<file path="config.mk">
export PLATFORM = sky130hd
export DESIGN_NAME = jt1942_sndlatch
export DESIGN_NICKNAME = d
export VERILOG_FILES = /design/src/rtl/jt1942_sndlatch_pkg.sv /design/src/rtl/jt1942_sndirq.sv /design/src/rtl/jt1942_sndlatch.sv
export SDC_FILE = /design/constraint.sdc
export NUM_CORES = 1
export LEC_CHECK = 0
export ABC_CLOCK_PERIOD_IN_PS = 1860
export CORE_UTILIZATION = 50
export DETAILED_ROUTE_END_ITERATION = 10
export HOLD_SLACK_MARGIN = 0.02
export PLACE_DENSITY = 0.76
export SYNTH_ARGS = -nofsm -noshare
export SYNTH_HDL_FRONTEND = slang
export SYNTH_SLANG_ARGS = --single-unit
</file>
<file path="constraint.sdc">
create_clock -name clk -period 1.86 [get_ports clk]
set_input_delay 0.279 -clock clk [delete_from_list [all_inputs] [get_ports clk]]
set_output_delay 0.279 -clock clk [all_outputs]
set_load 0.02 [all_outputs]
</file>
<file path="src/rtl/jt1942_sndlatch_pkg.sv">
// Shared constants for the jt1942 sound latch block.
// Holds the default timing parameters, the reset FSM encoding and a counter-width helper.
package jt1942_sndlatch_pkg;

   localparam int unsigned IntTimeoutDef = 256;
   localparam int unsigned RstHoldDef    = 16;

   // Sound CPU reset sequencer states
   localparam logic [1:0] StRun  = 2'd0;
   localparam logic [1:0] StRst  = 2'd1;
   localparam logic [1:0] StHold = 2'd2;

   // Down-counter width for a count of n, never narrower than one bit
   function automatic int unsigned cnt_w(input int unsigned n);
      return (n > 1) ? $clog2(n) : 1;
   endfunction

endpackage

</file>
<file path="src/rtl/jt1942_sndirq.sv">
// Sound CPU interrupt generator: snd_int rising-edge detect, acknowledge and timeout release.
// While en_i is low the IRQ is forced inactive and edges are ignored.
module jt1942_sndirq
   import jt1942_sndlatch_pkg::*;
#(
   parameter int unsigned INT_TIMEOUT = IntTimeoutDef
) (
   input  logic clk_i,
   input  logic rst_i,
   input  logic cen_i,
   input  logic en_i,
   input  logic snd_int_i,
   input  logic ack_i,
   output logic snd_int_no
);

   localparam int unsigned TW = cnt_w(INT_TIMEOUT);
   localparam logic [TW-1:0] TimerLoad = TW'(INT_TIMEOUT - 1);

   logic          int_n_q, int_n_d;
   logic          last_q, last_d;
   logic [TW-1:0] timer_q, timer_d;
   logic          edge_det;

   assign edge_det = snd_int_i & ~last_q;

   always_comb begin
      int_n_d = int_n_q;
      last_d  = last_q;
      timer_d = timer_q;
      if (cen_i) begin
         last_d = snd_int_i;
         if (!en_i) begin
            int_n_d = 1'b1;
            timer_d = '0;
         end else if (edge_det) begin
            // A fresh edge beats a same-cycle acknowledge and restarts the timeout
            int_n_d = 1'b0;
            timer_d = TimerLoad;
         end else if (!int_n_q) begin
            if (ack_i || timer_q == '0) begin
               int_n_d = 1'b1;
               timer_d = '0;
            end else begin
               timer_d = timer_q - 1'b1;
            end
         end
      end
   end

   always_ff @(posedge clk_i or posedge rst_i) begin
      if (rst_i) begin
         int_n_q <= 1'b1;
         last_q  <= 1'b1;
         timer_q <= '0;
      end else begin
         int_n_q <= int_n_d;
         last_q  <= last_d;
         timer_q <= timer_d;
      end
   end

   assign snd_int_no = int_n_q;

endmodule

</file>
<file path="src/rtl/jt1942_sndlatch.sv">
// Main-to-sound CPU command latches with unread/overwrite flags, sound IRQ and reset sequencer.
// The main CPU writes two byte latches; the sound CPU reads them back through snd_din.
module jt1942_sndlatch
   import jt1942_sndlatch_pkg::*;
#(
   parameter int unsigned INT_TIMEOUT = IntTimeoutDef,
   parameter int unsigned RST_HOLD    = RstHoldDef
) (
   input  logic       clk,
   input  logic       rst,
   input  logic       cen3,
   input  logic [7:0] main_dout,
   input  logic       snd_latch0_cs,
   input  logic       snd_latch1_cs,
   input  logic       snd_int,
   input  logic       sres_b,
   input  logic       snd_cs,
   input  logic       snd_A,
   input  logic       snd_rd_n,
   input  logic       snd_iorq_n,
   input  logic       snd_m1_n,
   output logic [7:0] snd_din,
   output logic       snd_int_n,
   output logic       snd_rst_n,
   output logic [1:0] latch_pend,
   output logic [1:0] latch_ovf
);

   localparam int unsigned HW = cnt_w(RST_HOLD);
   localparam logic [HW-1:0] HoldLoad = HW'(RST_HOLD - 1);

   logic [1:0][7:0] latch_q, latch_d;
   logic [1:0]      pend_q, pend_d;
   logic [1:0]      ovf_q, ovf_d;
   logic            rd_q, rd_d;
   logic            rd_idx_q, rd_idx_d;
   logic [1:0]      state_q, state_d;
   logic [HW-1:0]   hold_q, hold_d;

   logic       run;
   logic       rd_act;
   logic       rd_end;
   logic [1:0] rd_clr;
   logic [1:0] wr;
   logic       irq_ack;

   assign run     = (state_q == StRun);
   assign rd_act  = snd_cs & ~snd_rd_n;
   assign wr      = {snd_latch1_cs, snd_latch0_cs} & {2{cen3}};
   assign irq_ack = ~snd_iorq_n & ~snd_m1_n;

   assign snd_din = rd_act ? latch_q[snd_A] : 8'hff;

   // Read tracking: the latch index is captured at read start, pend clears at read end
   always_comb begin
      rd_d     = rd_q;
      rd_idx_d = rd_idx_q;
      rd_end   = 1'b0;
      if (cen3) begin
         if (!run) begin
            rd_d = 1'b0;
         end else begin
            rd_d   = rd_act;
            rd_end = rd_q & ~rd_act;
            if (rd_act && !rd_q) begin
               rd_idx_d = snd_A;
            end
         end
      end
   end

   assign rd_clr = rd_end ? (rd_idx_q ? 2'b10 : 2'b01) : 2'b00;

   always_comb begin
      latch_d = latch_q;
      pend_d  = pend_q;
      ovf_d   = ovf_q;
      for (int i = 0; i < 2; i++) begin
         if (wr[i]) begin
            latch_d[i] = main_dout;
         end
         if (cen3) begin
            if (!run) begin
               pend_d[i] = 1'b0;
            end else if (wr[i]) begin
               // A write landing on the read-end cycle replaces consumed data, not unread data
               if (pend_q[i] && !rd_clr[i]) begin
                  ovf_d[i] = 1'b1;
               end
               pend_d[i] = 1'b1;
            end else if (rd_clr[i]) begin
               pend_d[i] = 1'b0;
            end
         end
      end
   end

   always_comb begin
      state_d = state_q;
      hold_d  = hold_q;
      if (cen3) begin
         case (state_q)
            StRun: begin
               if (!sres_b) begin
                  state_d = StRst;
               end
            end
            StRst: begin
               if (sres_b) begin
                  state_d = StHold;
                  hold_d  = HoldLoad;
               end
            end
            StHold: begin
               if (!sres_b) begin
                  state_d = StRst;
               end else if (hold_q == '0) begin
                  state_d = StRun;
               end else begin
                  hold_d = hold_q - 1'b1;
               end
            end
            default: begin
               state_d = StRst;
            end
         endcase
      end
   end

   always_ff @(posedge clk or posedge rst) begin
      if (rst) begin
         latch_q  <= '0;
         pend_q   <= '0;
         ovf_q    <= '0;
         rd_q     <= 1'b0;
         rd_idx_q <= 1'b0;
         state_q  <= StHold;
         hold_q   <= HoldLoad;
      end else begin
         latch_q  <= latch_d;
         pend_q   <= pend_d;
         ovf_q    <= ovf_d;
         rd_q     <= rd_d;
         rd_idx_q <= rd_idx_d;
         state_q  <= state_d;
         hold_q   <= hold_d;
      end
   end

   jt1942_sndirq #(
      .INT_TIMEOUT (INT_TIMEOUT)
   ) u_irq (
      .clk_i      (clk),
      .rst_i      (rst),
      .cen_i      (cen3),
      .en_i       (run),
      .snd_int_i  (snd_int),
      .ack_i      (irq_ack),
      .snd_int_no (snd_int_n)
   );

   assign snd_rst_n  = run;
   assign latch_pend = pend_q;
   assign latch_ovf  = ovf_q;

endmodule

</file>
==> results of run 1 <==
==> routing by layer <==
layer / wire [um] / part of all wire, %
met1: 1856 / 42
met2: 2304 / 52
met4: 97 / 2.2
met5: 0 / 0
met3: 166 / 3.8
==> placed cells by master (no fill, tap or decap), types with 4 or more instances in the layout <==
cell	netlist	routed
buf_4	0	16
mux2_2	18	18
dfstp_2	7	7
a21oi_1	10	10
o21ai_0	9	9
clkdlybuf4s50_1	0	24
dlygate4sd2_1	0	5
clkdlybuf4s15_1	0	4
nand2_1	18	18
dfrtp_1	31	31
nor4_1	4	4
mux2i_1	9	9
clkbuf_8	0	5
inv_1	14	14
nand3_1	5	4
==> logic make-up after synthesis <==
| group | synth area share (%) |
|---|---|
| AO/OA/AOI/OAI | 16.92 |
| adder cells (fa/ha/maj) | 1.916 |
| buffers and inverters | 4.086 |
| flip-flops | 48.98 |
| multiplexers | 14.94 |
| AND/OR/NAND/NOR | 13.15 |
==> area by class of cell <==
cell class | instances | area, um^2
repair buffers | 50 | 464.2
well taps | 48 | 60.06
multi-input cells | 127 | 929.6
flip-flops and latches | 38 | 959.7
fillers | 277 | 1171
clock buffers | 5 | 68.82
inverters | 14 | 52.55
clock inverters | 2 | 10.01
==> state kept, by name, summed over array words and instances (netlist names) <==
register,flops
latch_q,16
u_irq.timer_q,8
hold_q,4
latch_ovf,2
latch_pend,2
state_q,2
rd_idx_q,1
rd_q,1
u_irq.last_q,1
u_irq.snd_int_no,1
==> Yosys cell counts, drive strengths merged, types with 2 or more instances <==
cell | instances | area (um^2)
dfrtp | 31 | 775.7
mux2 | 18 | 202.7
nand2 | 18 | 67.56
inv | 14 | 52.55
a21oi | 11 | 66.32
o21ai | 11 | 55.05
mux2i | 9 | 90.09
dfstp | 7 | 183.9
clkbuf | 6 | 22.52
nand3 | 5 | 25.02
nor3b | 4 | 30.03
nor4 | 4 | 25.02
a31oi | 3 | 18.77
ha | 3 | 37.54
nand2b | 3 | 18.77
nor2 | 3 | 11.26
nor3 | 3 | 15.01
o21bai | 3 | 22.52
o22ai | 3 | 18.77
o31ai | 3 | 27.52
a22oi | 2 | 15.01
nand4 | 2 | 12.51
nor2b | 2 | 12.51
o22a | 2 | 17.52
==> through the flow <==
step / hold slack (ps) / TNS [ps]
finish: 406.8 / 0
CTS: 435.6 / 0
floorplan: 375.4 / 0
global route: 474.7 / 0
global placement: 466.4 / -1544
detailed placement: 473.0 / -1942
==> power by group <==
group / total [mW] / internal (mW) / switching, mW
logic: 1.04 / 0.507 / 0.538
clock network: 0.521 / 0.251 / 0.270
registers: 1.20 / 1.04 / 0.161
total: 2.77 / 1.80 / 0.969
==> worst min path at each step <==
| stage | from | slack, ps | end | cells past startpoint |
|---|---|---|---|---|
| 3_3_place_gp | latch_ovf[0] | 470 | latch_ovf[0] | 1 |
| 6_report | rst | 410 | latch_q[15] | 3 |
| 4_1_cts | rst | 440 | latch_q[15] | 3 |
| 5_1_grt | rst | 470 | latch_q[15] | 3 |
| 2_1_floorplan | sres_b | 380 | state_q[0] | 1 |
| 3_5_place_dp | latch_ovf[0] | 470 | latch_ovf[0] | 1 |
==> tightest hold or removal path: stages <==
cell	delay [ps]
clkdlybuf4s50_1	400
inv_1	60
buf_4	400
==> out/summary.md, run 1 <==
Outcome
* **status** completed

GRT
* **pin count of the biggest net entering global routing** 39
* **wire length of the first global-routing pass** 7652 um
* **overall fraction of global-route tracks in use** 24.23%
* **fraction of met3 tracks used by global routing** 6.162%
* **antenna violations before repair** 0
* **met2 routing resource usage after global routing** 42.76%
* **GR met1 Demand/Resource** 28.06%
* **busiest layer in global routing** met2
* **aggregate global routing overflow** 0
* **number of global-route vias before repair** 1731

Power
* **overall power consumption** 2.771 mW
* **Worst VDD drop** 0.8217 mV
* **Pwr per Cell Area** 1089 nW/um^2
* **Static Leak** 1.095 nW

Logic synthesis
* **ys async rst share** 100.0%
* **number of flops mapped to enable cells by yosys** 0
* **count of cell types in the netlist** 43
* **FF+latch count, synth** 38
* **Avg Cell Area, Syn** 10.53 um^2
* **Yosys warning total** 0
* **sequential element share of the synthesized area** 48.98%
* **cell area after synthesis** 1959 um^2
* **number of cells produced by synthesis** 186
* **net count after synthesis** 209
* **prevailing post-synth register cell** dfrtp_1

Setup path
* **Crit path buffers/inverters** 3
* **end point of the critical path** snd_din[4]
* **Crit path arrival time** 1530 ps
* **slowest stage delay, CP** 520 ps
* **Worst Reg-to-Reg Cells** 4
* **Worst R2R Setup Slack** 130 ps
* **launching point of the worst reg2reg path** u_irq.timer_q[3]
* **startpoint-to-endpoint class of the critical path** input pin to primary output
* **cell family contributing the most delay on the critical path** buffers and inverters
* **worst path cell trace** clkdlybuf4s50_1, buf_12, mux2i_1, nand2_1, dlygate4sd2_1
* **launch point of the worst path** snd_A
* **data required time at the worst endpoint** 1580 ps
* **CP Capture Type** primary output
* **crit path launch type** input pin
* **total stage count of the critical path** 5
* **R2R Path End** u_irq.timer_q[5]
* **slowest stage cell, crit path** clkdlybuf4s50_1
* **Max FO, Critical Path** 9

Die
* **row count** 22
* **effective utilization at floorplan** 52.73%
* **die height** 64.60 um
* **area of the die** 4173 um^2
* **boundary pin count** 34
* **horizontal extent of the die** 64.60 um
* **total core area** 3716 um^2

Placement
* **placed instance area** 2462 um^2
* **Post-Place Worst Slack** -162.1 ps
* **routability congestion estimate** 0.8586
* **detailed placer's ending HPWL** 3245 um
* **Port-buffer cells** 33
* **DP Cell Count** 277

Final layout
* **Non-Filler Instances** 284
* **post-route cell area** 2545 um^2
* **Nets** 259
* **fraction of final layout cells with drive strength greater than 1** 22.46%
* **area added between synthesis and finish** 29.89%
* **Util after Layout** 68.48%
* **diodes inserted** 0

STA
* **worst-case setup margin in the final layout** 55.73 ps
* **Hold Fails Final Rpt** 0
* **# setup viols final** 0
* **Setup Skew** 4.727 ps
* **total count of max-transition violations in the final report** 0
* **transition time at the pin with the least slew margin** 652.5 ps
* **final cycle utilization of the critical path** 97.00%
* **maximum clock rate** 554.2 MHz
* **unrepaired setup endpoints after global routing** false
* **Tmin final** 1804 ps
* **relative max-transition margin** 56.24%

Clock network
* **clock root buffer** clkbuf_8
* **TritonCTS clock tree** built
* **clock latency reported for the late side of the worst-skew pair** 290 ps
* **Num CTS Buffers** 5
* **total of hold buffers inserted after clock tree synthesis** 0
* **buffers from clock root to sink, at most** 2
* **# clock sinks** 38
* **clk slew on worst S/H paths** 70 ps
* **Resized cells post-CTS** 9
* **post-CTS setup buffers** 0
* **H-tree lvl count** 2

Detailed routing
* **DR vias** 1650
* **count of TritonRoute iterations in the first routing pass** 5
* **Avg WL per Cell** 15.58 um
* **Routed Antenna Nets** 0
* **# DRC** 0
* **number of violations reported at the end of detailed-routing iteration 0** 128
* **WL final** 4425 um
* **average vias per placed instance** 5.810

Run
* **max-cap check violation count** 0

Worst hold path
* **path category of the worst min-delay check** input pin to asynchronous set/reset pin

Power figures use the tool's default switching activity.
==> run 2: changes to the inputs <==
CORE_MARGIN = 3   (was unset)
==> run 2 against run 1 <==
  * Cell count up 0.35%
  * Count of clock-buffer cells in the layout increased by 2
  * Worst hold slack got worse by 8.7 ps
  * Total power up 2.3%
  * Sequential share of layout area decreased by 0.31 points
  * Via count is 0.91% higher
  * Largest power group unchanged
  * Clock skew up 6.2 ps
  * Global-route usage is 1.9 points lower
==> out/summary.md, run 2 (same netlist as run 1, synthesis figures left out) <==
Final layout
* **fraction of final layout cells with drive strength greater than 1** 23.63%, was 22.46%
* **area added between synthesis and finish** 30.97%, was 29.89%
* **number of flip-flops in the largest register** 16, unchanged
* **commonest non-fill, non-tap cells in the layout** dfrtp_1 (31), clkdlybuf4s50_1 (24), nand2_1 (18), mux2_2 (18), buf_4 (16), unchanged
* **most common cell after layout, fill and taps aside** dfrtp_1, unchanged
* **Biggest register** latch_q, unchanged
* **Nets** 259, unchanged
* **layout filler cell count** 293, was 277
* **post-route cell area** 2566 um^2, was 2545 um^2
* **Non-Filler Instances** 285, was 284
* **registers with the most flip-flops** latch_q x16, u_irq.timer_q x8, hold_q x4, unchanged
* **diodes inserted** 0, unchanged

Die
* **total core area** 3716 um^2, unchanged
* **die height** 68.60 um, was 64.60 um
* **row count** 22, unchanged
* **boundary pin count** 34, unchanged
* **area of the die** 4706 um^2, was 4173 um^2
* **effective utilization at floorplan** 52.73%, unchanged
* **horizontal extent of the die** 68.60 um, was 64.60 um

STA
* **Setup Skew** 10.97 ps, was 4.727 ps
* **unrepaired setup endpoints after global routing** false, unchanged
* **transition time at the pin with the least slew margin** 460.3 ps, was 652.5 ps
* **relative max-transition margin** 69.32%, was 56.24%
* **Hold Fails Final Rpt** 0, unchanged
* **Tmin final** 1821 ps, was 1804 ps
* **total count of max-transition violations in the final report** 0, unchanged
* **maximum clock rate** 549.1 MHz, was 554.2 MHz
* **# setup viols final** 0, unchanged
* **final cycle utilization of the critical path** 97.92%, was 97.00%

Clock network
* **clock root buffer** clkbuf_8, unchanged
* **Num CTS Buffers** 5, unchanged
* **clk slew on worst S/H paths** 70 ps, about the same
* **# clock sinks** 38, unchanged
* **clock latency reported for the late side of the worst-skew pair** 280 ps, was 290 ps
* **TritonCTS clock tree** built, unchanged
* **total of hold buffers inserted after clock tree synthesis** 0, unchanged
* **buffers from clock root to sink, at most** 2, unchanged
* **H-tree lvl count** 2, unchanged

Detailed routing
* **DR vias** 1665, was 1650
* **# DRC** 0, unchanged
* **average vias per placed instance** 5.842, was 5.810
* **number of violations reported at the end of detailed-routing iteration 0** 54, was 128
* **WL final** 4758 um, was 4425 um
* **count of TritonRoute iterations in the first routing pass** 4, was 5
* **Routed Antenna Nets** 0, unchanged
* **DR WL met2** 2591 um, was 2304 um
* **Avg WL per Cell** 16.69 um, was 15.58 um
* **met1 WL** 1968 um, was 1856 um
* **uppermost signal routing layer after detailed routing** met4, unchanged
* **sum of met3 wire segment lengths after detailed routing** 137 um, was 166 um

GRT
* **antenna violations before repair** 0, unchanged
* **pin count of the biggest net entering global routing** 39, unchanged
* **number of global-route vias before repair** 1708, was 1731
* **aggregate global routing overflow** 0, unchanged
* **overall fraction of global-route tracks in use** 22.38%, was 24.23%
* **wire length of the first global-routing pass** 7728 um, was 7652 um

Power
* **Worst VDD drop** 0.6728 mV, was 0.8217 mV
* **Pwr per Cell Area** 1104 nW/um^2, was 1089 nW/um^2
* **overall power consumption** 2.834 mW, was 2.771 mW
* **Static Leak** 1.092 nW, was 1.095 nW

Placement
* **detailed placer's ending HPWL** 3451 um, was 3245 um
* **DP Cell Count** 276, was 277
* **routability congestion estimate** 0.8422, was 0.8586
* **placed instance area** 2455 um^2, was 2462 um^2
* **Port-buffer cells** 33, unchanged

Setup path
* **Max FO, Critical Path** 9, unchanged
* **startpoint-to-endpoint class of the critical path** input pin to primary output, unchanged
* **launch point of the worst path** snd_A, unchanged
* **crit path launch type** input pin, unchanged
* **data required time at the worst endpoint** 1580 ps, about the same
* **Worst R2R Setup Slack** 130 ps, about the same
* **CP Capture Type** primary output, unchanged
* **Crit path arrival time** 1540 ps, was 1530 ps
* **launching point of the worst reg2reg path** hold_q[0], was u_irq.timer_q[3]

Outcome
* **status** completed, unchanged

Worst hold path
* **path category of the worst min-delay check** input pin to asynchronous set/reset pin, unchanged

Run
* **max-cap check violation count** 0, unchanged

## run 2: layout make-up
| type | instances | area [um^2] | area share (%) |
|---|---|---|---|
| sequential | 38 | 959.7 | 37.40 |
| multi-input combinational | 127 | 940.9 | 36.67 |
| timing repair buffer | 50 | 461.7 | 17.99 |
| clock buffer | 7 | 86.33 | 3.364 |
| tap | 48 | 60.06 | 2.340 |
| inverter | 14 | 52.55 | 2.048 |
| clock inverter | 1 | 5.005 | 0.1950 |
## run 2: routing by layer
metal,vias to the layer above,GRT usage [%]
met5,-,0
met3,6,5.348
met2,45,40.52
li1,779,-
met1,835,25.26
met4,0,8.189
## run 2: path summary, 6_finish.rpt
kind / endpoint / cells past startpoint
max: snd_din[7] / 5
min: latch_q[10] / 3
max reg2reg: hold_q[0] / 6
min reg2reg: latch_ovf[0] / 1
max in group asynchronous: hold_q[0] / 3
min in group clk: latch_ovf[0] / 1
## run 2: critical path, stage by stage
cell and delay, ps:
clkdlybuf4s50_1 500, buf_12 150, mux2i_2 220, nand2_1 90, clkdlybuf4s15_1 290
## run 2: per-stage QoR
step           hold slack [ps]  utilization (%)  setup slack [ps]  TNS [ps]
3_3_place_gp             466.1            66.06            -134.6     -1341
4_1_cts                  414.2            68.22             4.835         0
3_5_place_dp             477.6            66.06            -214.3     -1952
5_1_grt                  447.5            69.06             1.749         0
6_report                 398.1            69.06             38.73         0
2_1_floorplan            375.4                -             257.3         0
## run 2: what timing repair did
action / 4_1_cts / 5_1_grt
endpoints found under the setup margin: 10 / 12
pin swaps: 0 / 1
gates resized for setup: 10 / 7
setup buffers: 0 / 1
## run 2: power breakdown
| group | internal [mW] | total (mW) | switching, mW | leakage [nW] |
|---|---|---|---|---|
| Clock | 0.299 | 0.571 | 0.272 | 0.0482 |
| Sequential | 1.04 | 1.21 | 0.167 | 0.453 |
| Combinational | 0.499 | 1.05 | 0.553 | 0.591 |
==> run 3: changes to the inputs <==
--- a/config.mk
+++ b/config.mk
@@ -12,4 +12,5 @@
 export HOLD_SLACK_MARGIN = 0.02
 export PLACE_DENSITY = 0.76
+export RECOVER_POWER = 25
 export SYNTH_ARGS = -nofsm -noshare
 export SYNTH_HDL_FRONTEND = slang
==> constraint.sdc (replaced) <==
create_clock -name clk -period 1.86 [get_ports clk]
set_input_delay 0.372 -clock clk [delete_from_list [all_inputs] [get_ports clk]]
set_output_delay 0.372 -clock clk [all_outputs]
set_load 0.02 [all_outputs]
==> run 3 against run 2 <==
  * Non-clock buffer count up 4
  * Utilization fell by 0.17 points
  * Design area down 0.24%
  * Register-to-register slack about the same
  * Cell count up 1.4%
  * Critical path depth did not move
  * Global-route usage fell by 0.80 points
  * Critical path type unchanged
  * Largest power group unchanged
  * Highest routed layer unchanged
==> out/summary.md, run 3 (same netlist as run 1, synthesis figures left out) <==
Final layout
* **post-route cell area** 2560 um^2, was 2566 um^2
* **area of all sequential standard cells** 959.7 um^2, unchanged
* **total area of multi-input combinational cells** 923.4 um^2, was 940.9 um^2
* **Non-Filler Instances** 289, was 285
* **fraction of final layout cells with drive strength greater than 1** 26.97%, was 23.63%
* **registers with the most flip-flops** latch_q x16, u_irq.timer_q x8, hold_q x4, unchanged
* **number of flip-flops in the largest register** 16, unchanged
* **diodes inserted** 0, unchanged
* **Biggest register** latch_q, unchanged
* **layout filler cell count** 303, was 293
* **most common cell after layout, fill and taps aside** dfrtp_1, unchanged
* **Nets** 263, was 259
* **area added between synthesis and finish** 30.65%, was 30.97%
* **commonest non-fill, non-tap cells in the layout** dfrtp_1 (31), clkdlybuf4s50_1 (22), buf_4 (19), nand2_1 (18), mux2_2 (18), was dfrtp_1 (31), clkdlybuf4s50_1 (24), nand2_1 (18), mux2_2 (18), buf_4 (16)

Power
* **internal power summed over all cells** 1.952 mW, was 1.842 mW
* **Static Leak** 1.111 nW, was 1.092 nW
* **net switching share of the total power** 33.40%, was 35.01%
* **power spent charging and discharging nets** 0.9787 mW, was 0.9921 mW
* **share of total power in sequential cells** 40.5%, was 42.7%
* **overall power consumption** 2.930 mW, was 2.834 mW
* **Pwr per Cell Area** 1145 nW/um^2, was 1104 nW/um^2
* **share of power burned in combinational logic** 36.3%, was 37.1%
* **Worst VDD drop** 0.6009 mV, was 0.6728 mV
* **clock group share of total power** 23.2%, was 20.2%

Setup path
* **launch point of the worst path** snd_A, unchanged
* **crit path launch type** input pin, unchanged
* **slowest stage cell, crit path** clkdlybuf4s50_1, unchanged
* **worst path cell trace** clkdlybuf4s50_1, buf_12, mux2i_1, nand2_1, buf_2, was clkdlybuf4s50_1, buf_12, mux2i_2, nand2_1, clkdlybuf4s15_1
* **Max FO, Critical Path** 9, unchanged
* **Worst Reg-to-Reg Cells** 4, was 6
* **R2R Path End** u_irq.timer_q[5], was hold_q[0]
* **end point of the critical path** snd_din[0], was snd_din[7]
* **Crit path arrival time** 1430 ps, was 1540 ps
* **launching point of the worst reg2reg path** u_irq.timer_q[5], was hold_q[0]
* **CP Capture Type** primary output, unchanged
* **data required time at the worst endpoint** 1490 ps, was 1580 ps
* **Worst R2R Setup Slack** 120 ps, was 130 ps
* **startpoint-to-endpoint class of the critical path** input pin to primary output, unchanged
* **slowest stage delay, CP** 500 ps, about the same

GRT
* **number of global-route vias before repair** 1714, was 1708
* **wire length of the first global-routing pass** 7465 um, was 7728 um
* **aggregate global routing overflow** 0, unchanged
* **overall fraction of global-route tracks in use** 21.58%, was 22.38%
* **antenna violations before repair** 0, unchanged
* **pin count of the biggest net entering global routing** 39, unchanged

Detailed routing
* **DR vias** 1647, was 1665
* **Routed Antenna Nets** 0, unchanged
* **count of TritonRoute iterations in the first routing pass** 4, unchanged
* **# DRC** 0, unchanged
* **number of violations reported at the end of detailed-routing iteration 0** 32, was 54
* **Avg WL per Cell** 16.00 um, was 16.69 um
* **WL final** 4624 um, was 4758 um
* **average vias per placed instance** 5.699, was 5.842

STA
* **Setup Skew** 11.32 ps, was 10.97 ps
* **# setup viols final** 0, unchanged
* **total count of max-transition violations in the final report** 0, unchanged
* **relative max-transition margin** 38.25%, was 69.32%
* **maximum clock rate** 556.0 MHz, was 549.1 MHz
* **Tmin final** 1799 ps, was 1821 ps
* **transition time at the pin with the least slew margin** 926.3 ps, was 460.3 ps
* **Hold Fails Final Rpt** 0, unchanged
* **final cycle utilization of the critical path** 96.70%, was 97.92%
* **unrepaired setup endpoints after global routing** false, unchanged

Clock network
* **Num CTS Buffers** 5, unchanged
* **H-tree lvl count** 2, unchanged
* **buffers from clock root to sink, at most** 2, unchanged
* **TritonCTS clock tree** built, unchanged
* **clk slew on worst S/H paths** 70 ps, about the same
* **# clock sinks** 38, unchanged
* **total of hold buffers inserted after clock tree synthesis** 0, unchanged
* **clock latency reported for the late side of the worst-skew pair** 300 ps, was 280 ps
* **clock root buffer** clkbuf_8, unchanged

Die
* **horizontal extent of the die** 68.60 um, unchanged
* **boundary pin count** 34, unchanged
* **row count** 22, unchanged
* **area of the die** 4706 um^2, unchanged
* **total core area** 3716 um^2, unchanged
* **effective utilization at floorplan** 52.73%, unchanged
* **die height** 68.60 um, unchanged

Outcome
* **status** completed, unchanged

Placement
* **routability congestion estimate** 0.8322, was 0.8422
* **detailed placer's ending HPWL** 3477 um, was 3451 um
* **placed instance area** 2492 um^2, was 2455 um^2
* **DP Cell Count** 281, was 276
* **Port-buffer cells** 33, unchanged

Worst hold path
* **path category of the worst min-delay check** flop to flop, was input pin to asynchronous set/reset pin

Run
* **max-cap check violation count** 0, unchanged

[run 3: changes by cell type in the layout (fill, tap and decap cells not counted), moves of 2 or more]
| cell | change |
|---|---|
| buf_2 | +8 |
| buf_4 | +3 |
| clkdlybuf4s15_1 | -2 |
| clkdlybuf4s50_1 | -2 |
| dlygate4sd2_1 | -5 |
[run 3: layer usage]
layer	wire length (um)	vias up	GRT usage, %	share of wire (%)
met4	89	0	10.92	1.9
met5	0	-	0	0
met1	1807	802	23.49	39
li1	-	790	-	-
met3	199	11	5.673	4.3
met2	2528	44	38.26	55
[run 3: worst min-delay path by stage]
stage,end,depth (start not counted),from
floorplan,state_q[0],1,sres_b
global placement,latch_ovf[0],1,latch_ovf[0]
detailed placement,latch_ovf[0],1,latch_ovf[0]
CTS,u_irq.timer_q[7],3,rst
global route,latch_ovf[0],1,latch_ovf[0]
finish,latch_ovf[0],1,latch_ovf[0]
[run 3: power groups by stage]
stage	logic (mW)	registers, mW	clock network, mW
2_1_floorplan	0.621	1.21	0
3_3_place_gp	1.04	1.18	0
3_5_place_dp	1.08	1.19	0
4_1_cts	1.07	1.18	0.701
5_1_grt	1.18	1.21	0.739
6_report	1.06	1.19	0.680
[run 3: layout make-up]
type                       count  share of cell area (%)
timing repair buffer          54                   17.79
multi-input combinational    127                   36.07
sequential                    38                   37.49
inverter                      14                   2.053
clock inverter                 3                   1.564
clock buffer                   5                   2.688
tap                           48                   2.346
[run 3: critical path: cells and delay by family]
| family | cells | cell delay [ps] |
|---|---|---|
| buf+inv | 3 | 800 |
| mux | 1 | 180 |
| simple gates | 1 | 70 |
[run 3: what timing repair did]
item | CTS | global route
endpoints found under the setup margin | 10 | 2
buffers inserted | 0 | 0
resized for setup | 34 | 2
[run 3: through the flow]
step / hold slack [ps] / utilization [%] / setup TNS [ps] / setup slack (ps)
6_report: 486.8 / 68.89 / 0 / 61.31
5_1_grt: 529.3 / 68.89 / 0 / 2.279
4_1_cts: 486.3 / 68.86 / 0 / 57.90
3_5_place_dp: 465.9 / 67.07 / -4308 / -320.2
3_3_place_gp: 465.8 / 67.07 / -3885 / -321.3
2_1_floorplan: 468.4 / - / 0 / 257.3
